<file path="config.mk">
export PLATFORM = sky130hd
export DESIGN_NAME = spi_master_tx
export DESIGN_NICKNAME = d
export VERILOG_FILES = /design/src/rtl/spi_pkg.sv /design/src/rtl/spi_clk_gen.sv /design/src/rtl/spi_master_tx.sv
export SDC_FILE = /design/constraint.sdc
export NUM_CORES = 1
export LEC_CHECK = 0
export BUFFER_PORTS_ARGS = -buffer_cell sky130_fd_sc_hd__buf_2
export CAP_MARGIN = 30
export CORE_MARGIN = 2
export CORE_UTILIZATION = 40
export DETAILED_ROUTE_END_ITERATION = 10
export MAX_ROUTING_LAYER = met4
export SLEW_MARGIN = 0
export SYNTH_ARGS = -nofsm -noshare
export SYNTH_HDL_FRONTEND = slang
export SYNTH_SLANG_ARGS = --single-unit
</file>
<file path="constraint.sdc">
create_clock -name i_clk -period 1.7 [get_ports i_clk]
set_input_delay 0.17 -clock i_clk [delete_from_list [all_inputs] [get_ports i_clk]]
set_output_delay 0.17 -clock i_clk [all_outputs]
set_load 0.005 [all_outputs]
</file>
<file path="src/rtl/spi_pkg.sv">
// Shared SPI definitions for the master transmitter and the slave-side receive blocks.
// Mode 0 only: clock idles low, data is sampled on the rising edge.
package spi_pkg;

    localparam logic SPI_CPOL = 1'b0;
    localparam logic SPI_CPHA = 1'b0;

    // Defaults chosen so a 2-flop synchroniser plus 2-cycle debouncer on the slave tracks every edge.
    localparam int SPI_DEFAULT_DATA_WIDTH = 8;
    localparam int SPI_DEFAULT_CLK_DIV    = 4;
    localparam int SPI_DEFAULT_CS_SETUP   = 2;
    localparam int SPI_DEFAULT_CS_HOLD    = 2;

    typedef enum logic [1:0] {
        IDLE  = 2'd0,
        SETUP = 2'd1,
        SHIFT = 2'd2,
        HOLD  = 2'd3
    } spi_state_e;

endpackage

</file>
<file path="src/rtl/spi_clk_gen.sv">
// SPI clock divider: spi_clk toggles every CLK_DIV cycles while enabled, and
// rise_stb/fall_stb flag the cycle whose closing edge makes spi_clk rise or fall.
module spi_clk_gen
    import spi_pkg::*;
#(
    parameter int CLK_DIV = SPI_DEFAULT_CLK_DIV
) (
    input  logic clk,
    input  logic rst,
    input  logic en,
    output logic spi_clk,
    output logic rise_stb,
    output logic fall_stb
);

    localparam int              PW         = (CLK_DIV > 1) ? $clog2(CLK_DIV) : 1;
    localparam logic [PW-1:0]   PHASE_LAST = PW'(CLK_DIV - 1);

    logic [PW-1:0] phase;
    logic          phase_end;

    assign phase_end = en && (phase == PHASE_LAST);
    assign rise_stb  = phase_end && (spi_clk == SPI_CPOL);
    assign fall_stb  = phase_end && (spi_clk != SPI_CPOL);

    // Dropping en parks the divider at phase 0 with the clock idle, so no count survives a frame.
    always_ff @(posedge clk or posedge rst) begin
        if (rst) begin
            phase   <= '0;
            spi_clk <= SPI_CPOL;
        end else if (!en) begin
            phase   <= '0;
            spi_clk <= SPI_CPOL;
        end else if (phase_end) begin
            phase   <= '0;
            spi_clk <= ~spi_clk;
        end else begin
            phase <= phase + 1'b1;
        end
    end

endmodule

</file>
<file path="src/rtl/spi_master_tx.sv">
// SPI mode-0 master: one accepted word per chip-select frame, MSB first, with the
// MISO word returned on o_rx_data alongside a one-cycle o_done pulse.
module spi_master_tx
    import spi_pkg::*;
#(
    parameter int DATA_WIDTH = SPI_DEFAULT_DATA_WIDTH,
    parameter int CLK_DIV    = SPI_DEFAULT_CLK_DIV,
    parameter int CS_SETUP   = SPI_DEFAULT_CS_SETUP,
    parameter int CS_HOLD    = SPI_DEFAULT_CS_HOLD
) (
    input  logic                  i_clk,
    input  logic                  i_rst,
    input  logic                  i_valid,
    input  logic [DATA_WIDTH-1:0] i_data,
    output logic                  o_ready,
    output logic                  o_busy,
    output logic                  o_done,
    output logic [DATA_WIDTH-1:0] o_rx_data,
    output logic                  spi_clk,
    output logic                  spi_mosi,
    output logic                  spi_cs_n,
    input  logic                  spi_miso,
    output spi_state_e            o_state
);

    // Handshake: a word transfers on the i_clk edge where i_valid && o_ready; o_ready is
    // high only in IDLE, i_valid seen while o_ready is low is dropped, nothing is queued.

    localparam int              BW         = $clog2(DATA_WIDTH + 1);
    localparam logic [BW-1:0]   BIT_LAST   = BW'(DATA_WIDTH - 1);
    localparam logic [7:0]      SETUP_LAST = 8'(CS_SETUP - 1);
    localparam logic [7:0]      HOLD_LAST  = 8'(CS_HOLD - 1);

    spi_state_e            state;
    spi_state_e            next_state;
    logic [7:0]            cs_cnt;
    logic [BW-1:0]         bit_cnt;
    logic [DATA_WIDTH-1:0] tx_shift;
    logic [DATA_WIDTH-1:0] rx_shift;
    logic                  rise_stb;
    logic                  fall_stb;
    logic                  accept;
    logic                  last_bit;
    logic                  frame_end;

    spi_clk_gen #(
        .CLK_DIV (CLK_DIV)
    ) u_clk_gen (
        .clk      (i_clk),
        .rst      (i_rst),
        .en       (state == SHIFT),
        .spi_clk  (spi_clk),
        .rise_stb (rise_stb),
        .fall_stb (fall_stb)
    );

    assign accept    = i_valid && o_ready;
    assign last_bit  = fall_stb && (bit_cnt == BIT_LAST);
    assign frame_end = (state == HOLD) && (cs_cnt == HOLD_LAST);
    assign spi_mosi  = tx_shift[DATA_WIDTH-1];

    always_ff @(posedge i_clk or posedge i_rst) begin
        if (i_rst) begin
            state <= IDLE;
        end else begin
            state <= next_state;
        end
    end

    always_comb begin
        next_state = state;
        case (state)
            IDLE:    if (accept)                 next_state = SETUP;
            SETUP:   if (cs_cnt == SETUP_LAST)   next_state = SHIFT;
            SHIFT:   if (last_bit)               next_state = HOLD;
            HOLD:    if (frame_end)              next_state = IDLE;
            default:                             next_state = IDLE;
        endcase
    end

    always_comb begin
        o_ready = (state == IDLE);
        o_busy  = ~o_ready;
        o_state = state;
    end

    // Setup/hold counter only runs inside SETUP or HOLD and clears on every state change.
    always_ff @(posedge i_clk or posedge i_rst) begin
        if (i_rst) begin
            cs_cnt <= '0;
        end else if ((next_state != state) || !((state == SETUP) || (state == HOLD))) begin
            cs_cnt <= '0;
        end else begin
            cs_cnt <= cs_cnt + 8'd1;
        end
    end

    always_ff @(posedge i_clk or posedge i_rst) begin
        if (i_rst) begin
            bit_cnt <= '0;
        end else if (state != SHIFT) begin
            bit_cnt <= '0;
        end else if (fall_stb) begin
            bit_cnt <= last_bit ? '0 : bit_cnt + 1'b1;
        end
    end

    // MOSI is the top bit of tx_shift; it is left on the LSB after the last fall.
    always_ff @(posedge i_clk or posedge i_rst) begin
        if (i_rst) begin
            tx_shift  <= '0;
            rx_shift  <= '0;
            o_rx_data <= '0;
            spi_cs_n  <= 1'b1;
            o_done    <= 1'b0;
        end else begin
            o_done   <= frame_end;
            spi_cs_n <= (next_state == IDLE);
            if (accept) begin
                tx_shift <= i_data;
                rx_shift <= '0;
            end else if (frame_end) begin
                o_rx_data <= rx_shift;
                tx_shift  <= '0;
            end else if (state == SHIFT) begin
                if (rise_stb) begin
                    rx_shift <= {rx_shift[DATA_WIDTH-2:0], spi_miso};
                end
                if (fall_stb && !last_bit) begin
                    tx_shift <= {tx_shift[DATA_WIDTH-2:0], 1'b0};
                end
            end
        end
    end

endmodule

</file>
### After elaboration in Yosys (flattened, before gate mapping)

Index checks and enable logic that the tools add are counted.
Widths: inputs -> output; s select.

* bits in registers: 43
* bits of input ports: 12
* output and inout bits: 16
* logic and storage cells: 68

* $add $sub $neg: 3
* equal/unequal tests: 10
* mux-type cells: 21
* bitwise operators: 3
* reductions and logical operators: 21

Operators with widths (count)
* $mux 8: 9
* $mux 2: 6
* $mux 4: 3
* $add 8x1->8 const B: 1
* $eq 8x1->1 const B: 1
* $pmux 2 s4: 1
* $logic_and 1x1->1: 7
* $eq 2x2->1 const B: 3
* $ne 2x2->1 const B: 3
* $reduce_bool 2->1: 3
* $reduce_bool 3->1: 2
* $add 4x1->4 const B: 1
* $eq 4x3->1 const B: 1
* $logic_not 2->1: 2
* $reduce_and 2->1: 2
* $not 1->1: 3
* $reduce_and 3->1: 1
* $add 2x1->2 const B: 1
* $eq 2x1->1 const B: 1
* $logic_not 1->1: 2
* $logic_or 1x1->1: 2
* $mux 1: 2
* $ne 2x2->1: 1

### Depth between registers and ports, before layout

Gate-level depths: netlist of run 1.

* depth after elaboration: 10
* mapped depth: 7
* mapped depth without buffers: 6

### Cells and area by module

A second synthesis of run 1 with hierarchy kept.

* cell total of the unflattened synthesis: 182
* area total of the unflattened synthesis: 2034.5 µm²

By module, submodules not included
* spi_master_tx: instances 1, cells an instance 170, area an instance 1895.6 µm²
* spi_clk_gen: instances 1, cells an instance 12, area an instance 138.9 µm²

### Least setup slack after synthesis of run 1

OpenSTA, ideal clock, no wires.

* path type: register -> register
* from: register bit_cnt[0]
* to: register tx_shift[7]
* arrival time: 1.475 ns
* path slack: 0.103 ns
* cell stages (with the launch flop): 6
* clock period less this slack: 1.597 ns
* cells stage by stage: dfrtp_1 > ha_1 > and3b_1 > nor3_4 > mux2i_1 > o21ai_1

* word-level cells in the longest chain between the ends: 6

Ends and longest elaborated chain
* from (decl): line spi_master_tx.sv:37 `logic [BW-1:0] bit_cnt;`
* from (signal assigned): line spi_master_tx.sv:104 `bit_cnt <= last_bit ? '0 : bit_cnt + 1'b1;`
* $eq 4x3->1: line spi_master_tx.sv:58 `assign last_bit = fall_stb && (bit_cnt == BIT_LAST);`
* $logic_and 1x1->1: line spi_master_tx.sv:58
* $logic_not 1->1: line spi_master_tx.sv:129 `if (fall_stb && !last_bit) begin`
* $logic_and 1x1->1: line spi_master_tx.sv:129
* $reduce_bool 3->1 (no line)
* $reduce_and 2->1 (no line)
* to (signal assigned): line spi_master_tx.sv:120 `tx_shift <= i_data;`
* to (signal assigned): line spi_master_tx.sv:130 `tx_shift <= {tx_shift[DATA_WIDTH-2:0], 1'b0};`
* to (decl): line spi_master_tx.sv:38 `logic [DATA_WIDTH-1:0] tx_shift;`

No other way between the ends.
A chain may end at the register's enable or synchronous reset.

### Worst setup path after layout of run 1

* from: register bit_cnt[0]
* to: register tx_shift[4]

Same word-level chain as after synthesis.

==> results of run 1 <==
-- cell families after synthesis --
kind of cell | count (synthesis) | synth area share [%]
simple gates | 77 | 20.3
flops | 43 | 57.5
compound gates | 22 | 8.08
buf+inv | 10 | 2.94
xor+xnor | 9 | 4.21
mux | 8 | 4.28
fa+ha+maj | 4 | 2.67
-- stage by stage --
stage / setup TNS, ns / hold slack, ns / instance area [um2] / cells
floorplan: 0 / 0.244 / 1870 / 173
global placement: 0 / 0.320 / 2120 / 257
detailed placement: 0 / 0.331 / 2120 / 257
CTS: 0 / 0.0588 / 2230 / 266
global route: -0.00245 / 0.0695 / 2260 / 268
finish: 0 / 0.0710 / 2260 / 268
-- layer usage --
metal  track usage [%]  wire [um]  vias to the layer above  share of wire, %
met5                 -          0                        -                 0
met4              5.56         51                        0               1.4
met3              3.75        149                        6               4.1
met2              24.2       1670                       29                46
met1              21.2       1760                      653                48
li1                  -          -                      666                 -
-- worst max-delay path, stage by stage (launching register included) --
cell     delay (ns)
dfrtp_1        0.42
ha_2           0.20
and3b_2        0.23
nor3_4         0.17
buf_12         0.16
mux2i_2        0.21
o21ai_1        0.08
-- sequential cells by signal, summed over array words and instances (netlist names) --
name,count
o_state,2
u_clk_gen.phase,2
o_done,1
cs_cnt,8
u_clk_gen.spi_clk,1
spi_cs_n,1
bit_cnt,4
tx_shift,8
rx_shift,8
o_rx_data,8
-- final cells by class --
cell class	count	area [um2]
multi-input combinational	120	757
clock buffer	5	68.8
sequential	43	1080
inverter	5	18.8
fill	419	2190
timing repair buffer	40	248
clock inverter	3	23.8
tap	52	65.1
-- cell usage in the layout, fill, tap and decap left out, types with 2 or more instances in the layout --
master	synthesis	layout
o21ai_1	7	7
xor2_1	5	5
and2_1	3	3
nor3_1	2	2
and3_1	2	2
a22o_1	8	8
dfrtp_1	42	42
buf_4	0	11
clkinvlp_4	0	2
a21oi_1	2	2
xnor2_1	4	4
buf_2	2	27
mux2i_1	8	7
nand3_1	6	6
ha_1	4	3
nand2_1	38	37
clkbuf_8	0	5
inv_1	5	5
nand4_1	2	2
nor2_1	14	14
-- cell usage after synthesis, types with 3 or more instances --
| cell | count |
|---|---|
| a22o_1 | 8 |
| and2_1 | 3 |
| dfrtp_1 | 42 |
| ha_1 | 4 |
| inv_1 | 5 |
| mux2i_1 | 8 |
| nand2_1 | 38 |
| nand3_1 | 6 |
| nor2_1 | 14 |
| o21ai_1 | 7 |
| xnor2_1 | 4 |
| xor2_1 | 5 |
-- how the worst min path moves through the flow --
stage,startpoint,to,slack [ns]
after floorplan,i_valid,spi_cs_n,0.24
after global placement,i_rst,o_rx_data[7],0.32
after detailed placement,i_rst,o_done,0.33
after CTS,i_valid,spi_cs_n,0.06
after global routing,i_valid,spi_cs_n,0.07
final,i_valid,spi_cs_n,0.07
-- power by group through the flow --
stage          Clock [mW]  Sequential (mW)  Combinational [mW]
6_report            0.661             1.33               0.764
2_1_floorplan           0             1.30               0.522
5_1_grt             0.747             1.36               0.872
4_1_cts             0.686             1.33               0.738
3_3_place_gp            0             1.33               0.719
3_5_place_dp            0             1.34               0.734
-- repair_timing --
action / CTS / global route
resized for setup: 0 / 6
buffers inserted: 0 / 2
hold buffers: 1 / 0
hold endpoints to repair: 3 / 0
endpoints found under the setup margin: 0 / 11
==> results.py, run 1 <==
metrics = {
    "timing": {
        "fin_crit_ns": 1.58,
        "finalHoldViolCount": 0,
        "drv_slew": 0,
        "max_freq_mhz": 633,
        "fin_skew_ns": 0.0125,
        "tightest_slew_ns": 0.527,
        "fin_ws_ns": 0.120,
        "max_slew_margin_pct": 64.9,
        "finalSetupViolCount": 0,
        "finalCritPeriodShare_pct": 92.9,
    },
    "placed_design": {
        "place_ws_ns": 0.0581,
        "portBuffers": 27,
        "hpwl_um": 2590,
        "finalWeightedCongestion": 0.841,
    },
    "grt": {
        "antenna_found_initial": 0,
        "grt_pass1_wl_um": 6360,
        "overflow": 0,
        "grt_start_max_net_pins": 44,
        "grt_pass1_vias": 1366,
        "grt_use_total_pct": 16.0,
    },
    "yosys": {
        "syn_avg_cell_area_um2": 10.8,
        "syn-instance-count": 173,
        "synth_top_area_share_pct": 56.1,
        "synth_edf_count": 0,
        "ys_types": 34,
        "synthesis.area_um2": 1870,
        "async_flop_share_pct": 100,
        "synthFlopType": "dfrtp_1",
        "seq_area_frac_synth_pct": 57.5,
        "synth_area_leaders": "dfrtp_1 56%, nand2_1 7.6%, mux2i_1 4.3%",
        "synthesis.nets": 189,
        "synth_seq_cells": 43,
        "synth_top_area_cell": "dfrtp_1",
        "ys_warn_count": 0,
    },
    "power": {
        "netSwitchingFraction_pct": 33.3,
        "pwr-share-clk_pct": 24.0,
        "p_switching_mw": 0.917,
        "seqPwrFrac_pct": 48.2,
        "p_leak_nw": 1.13,
        "power_mw": 2.75,
        "cellPowerDensity_nw_per_um2": 1220,
        "peakVddDrop_mv": 0.424,
        "pwr-share-comb_pct": 27.8,
        "internal_power_mw": 1.84,
    },
    "drt": {
        "antenna_left": 0,
        "routed_wl_um": 3620,
        "drtPass1Iterations": 4,
        "via_per_inst": 5.05,
        "vias": 1354,
        "drt_iter0_markers": 98,
        "drt-wirelength-per-cell_um": 13.5,
        "route.detailed.drc": 0,
    },
    "floorplan": {
        "ios": 28,
        "die_h_um": 72.4,
        "die_w_um": 72.4,
        "initial_utilization_pct": 42.1,
        "rows": 24,
        "dieArea_um2": 5250,
        "fp.coreArea_um2": 4440,
    },
    "cells_and_area": {
        "num_antenna_cells": 0,
        "fin_util_pct": 50.8,
        "drive_gt1_share_pct": 26.9,
        "area_growth_pct": 20.6,
        "finalNetCount": 231,
    },
    "outcome": {
        "status": "completed",
    },
    "clocking": {
        "clockBufferDepth": 2,
        "numCtsBuffers": 5,
        "cts_num_sinks": 43,
        "cts_tree": "yes",
        "clock_insertion_delay_worst_skew_ns": 0.30,
        "clk_pin_slew_ns": 0.08,
        "cts-htree-levels": 2,
        "root_buffer": "clkbuf_8",
    },
    "setup_path": {
        "critical_path_arrival_ns": 1.76,
        "r2r_slack_ns": 0.12,
        "end_kind": "flip-flop",
        "reg2reg_to": "tx_shift[4]",
        "startpoint": "bit_cnt[0]",
        "cp-endpoint": "tx_shift[4]",
        "path_max_fanout": 8,
        "rr_worst_depth": 6,
        "cp.required_ns": 1.88,
        "r2r-start": "bit_cnt[0]",
        "path_class": "reg -> reg",
        "startpoint_type": "flip-flop",
    },
    "hold_path": {
        "holdPathStages": 2,
        "hold_path.class": "in -> reg",
    },
    "flow_run": {
        "maxCapViolations": 0,
    },
}
No activity file was read; power rests on OpenSTA's default activity.
==> inputs of run 2 (changes only) <==
clock period = 1.3 ns   (was 1.7 ns; I/O delays follow)
==> run 2 against run 1 <==
- cell count increased by 12%
- cell area increased by 22%
- worst setup slack got worse by 0.32 ns
- critical path depth unchanged
- via count increased by 11%
- clock power increased by 38%
- the run now ends with setup timing left
- utilization increased by 11 points
- count of clock-buffer cells in the layout increased by 3
- non-clock buffer count increased by 31
==> results.py, run 2 (synthesis gave the netlist of run 1 again) <==
metrics = {
    "outcome": {
        "status": "finished with violations",
        "violations": "setup timing",
    },
    "grt": {
        "grt_pass1_vias": 1474,
        "grt_use_total_pct": 16.6,
        "grt_pass1_wl_um": 6550,
        "overflow": 0,
        "grt_start_max_net_pins": 44,
        "antenna_found_initial": 0,
    },
    "timing": {
        "drv_slew": 0,
        "max_freq_mhz": 668,
        "fin_ws_ns": -0.197,
        "finalCritPeriodShare_pct": 115,
        "fin_crit_ns": 1.50,
        "fin_skew_ns": 0.00641,
        "finalSetupViolCount": 28,
        "rsz0062_at_grt": "true",
        "finalHoldViolCount": 0,
        "fin_setup_tns_ns": -3.78,
        "tightest_slew_ns": 0.304,
        "max_slew_margin_pct": 79.6,
    },
    "cells_and_area": {
        "area_growth_pct": 47.4,
        "final_cell_mix": "40 x dfrtp_1, 30 x buf_4, 27 x nand2_1",
        "layout_commonest_cell": "dfrtp_1",
        "num_antenna_cells": 0,
        "finalNetCount": 262,
        "fin_cells": 299,
        "fin_util_pct": 62.1,
        "fill_cells": 360,
        "drive_gt1_share_pct": 47.0,
    },
    "drt": {
        "vias": 1500,
        "drt-wirelength-per-cell_um": 13.6,
        "route.detailed.drc": 0,
        "drt_iter0_markers": 68,
        "antenna_left": 0,
        "drtPass1Iterations": 4,
        "via_per_inst": 5.02,
        "routed_wl_um": 4070,
    },
    "setup_path": {
        "startpoint_type": "flip-flop",
        "r2r_slack_ns": -0.20,
        "path_class": "reg -> reg",
        "path_max_fanout": 8,
        "cp.required_ns": 1.49,
        "reg2reg_to": "tx_shift[5]",
        "rr_worst_depth": 6,
        "end_kind": "flip-flop",
        "critical_path_arrival_ns": 1.68,
        "r2r-start": "bit_cnt[1]",
    },
    "floorplan": {
        "ios": 28,
        "rows": 24,
        "die_h_um": 72.4,
        "die_w_um": 72.4,
        "dieArea_um2": 5250,
        "fp.coreArea_um2": 4440,
        "initial_utilization_pct": 42.1,
    },
    "clocking": {
        "numCtsBuffers": 5,
        "root_buffer": "clkbuf_8",
        "cts_num_sinks": 43,
        "cts-htree-levels": 2,
        "cts_tree": "yes",
        "clk_pin_slew_ns": 0.08,
        "clockBufferDepth": 2,
        "clock_insertion_delay_worst_skew_ns": 0.30,
    },
    "hold_path": {
        "holdPathStages": 3,
        "hold_path.class": "in -> reg",
        "hold_start": "i_data[4]",
        "whs_endpoint": "tx_shift[4]",
    },
    "placed_design": {
        "hpwl_um": 2660,
        "portBuffers": 27,
        "dp_cells": 278,
        "place_ws_ns": -0.253,
        "finalWeightedCongestion": 0.818,
    },
    "power": {
        "p_leak_nw": 1.35,
        "cellPowerDensity_nw_per_um2": 1640,
        "peakVddDrop_mv": 0.695,
        "power_mw": 4.52,
    },
    "flow_run": {
        "maxCapViolations": 0,
    },
}
run 2: changes by cell type in the layout (fill, tap and decap cells not counted), moves of 4 or more:
cell,change
buf_4,+19
buf_6,+12
nand2_1,-10
nand2_2,+8
nor2_1,-5
nor2_2,+4
run 2: metrics by stage:
step	hold slack [ns]	area (um2)
final	0.0380	2760
after global routing	0.0454	2760
after CTS	0.0369	2550
after detailed placement	0.208	2330
after global placement	0.202	2330
after floorplan	0.204	1910
run 2: repair_timing:
item	in CTS	in global routing
gates cloned	1	0
resized for setup	21	36
hold buffers	2	0
hold endpoints to repair	43	0
endpoints found under the setup margin	37	41
pin swaps	11	8
setup buffers	3	8
run 2: where the power goes:
| part | internal, mW | switching [mW] | leakage, nW |
|---|---|---|---|
| logic | 0.999 | 0.851 | 0.717 |
| registers | 1.57 | 0.187 | 0.578 |
| clock network | 0.485 | 0.427 | 0.0515 |
| total | 3.05 | 1.47 | 1.35 |
run 2: worst max path at each step:
stage / start / end / slack [ns]
floorplan: bit_cnt[0] / tx_shift[1] / -0.28
global placement: cs_cnt[0] / tx_shift[7] / -0.19
detailed placement: bit_cnt[1] / tx_shift[5] / -0.25
CTS: bit_cnt[1] / tx_shift[5] / -0.24
global route: cs_cnt[1] / o_rx_data[0] / -0.27
finish: bit_cnt[1] / tx_shift[5] / -0.20
run 2: cell type report:
| class | instances | area (um2) | share of cell area, % |
|---|---|---|---|
| Inverter | 5 | 21.3 | 0.771 |
| Clock buffer | 8 | 100 | 3.63 |
| Sequential cell | 43 | 1080 | 39.1 |
| Timing Repair Buffer | 71 | 546 | 19.8 |
| Multi-Input combinational cell | 120 | 948 | 34.4 |
| Tap cell | 52 | 65.1 | 2.36 |
run 2: worst max-delay path, stage by stage (launching register included):
cell     delay (ns)
dfrtp_1        0.38
ha_2           0.18
and3b_2        0.22
nor3_4         0.16
buf_12         0.16
mux2i_1        0.20
o21ai_1        0.08
run 2: routing by layer:
metal	share of wire (%)	track usage, %	routed length [um]	vias up
li1	-	-	-	732
met1	44	18.4	1780	742
met2	52	29.0	2100	21
met3	3.2	4.17	131	5
met4	1.5	6.17	60	0
met5	0	-	0	-
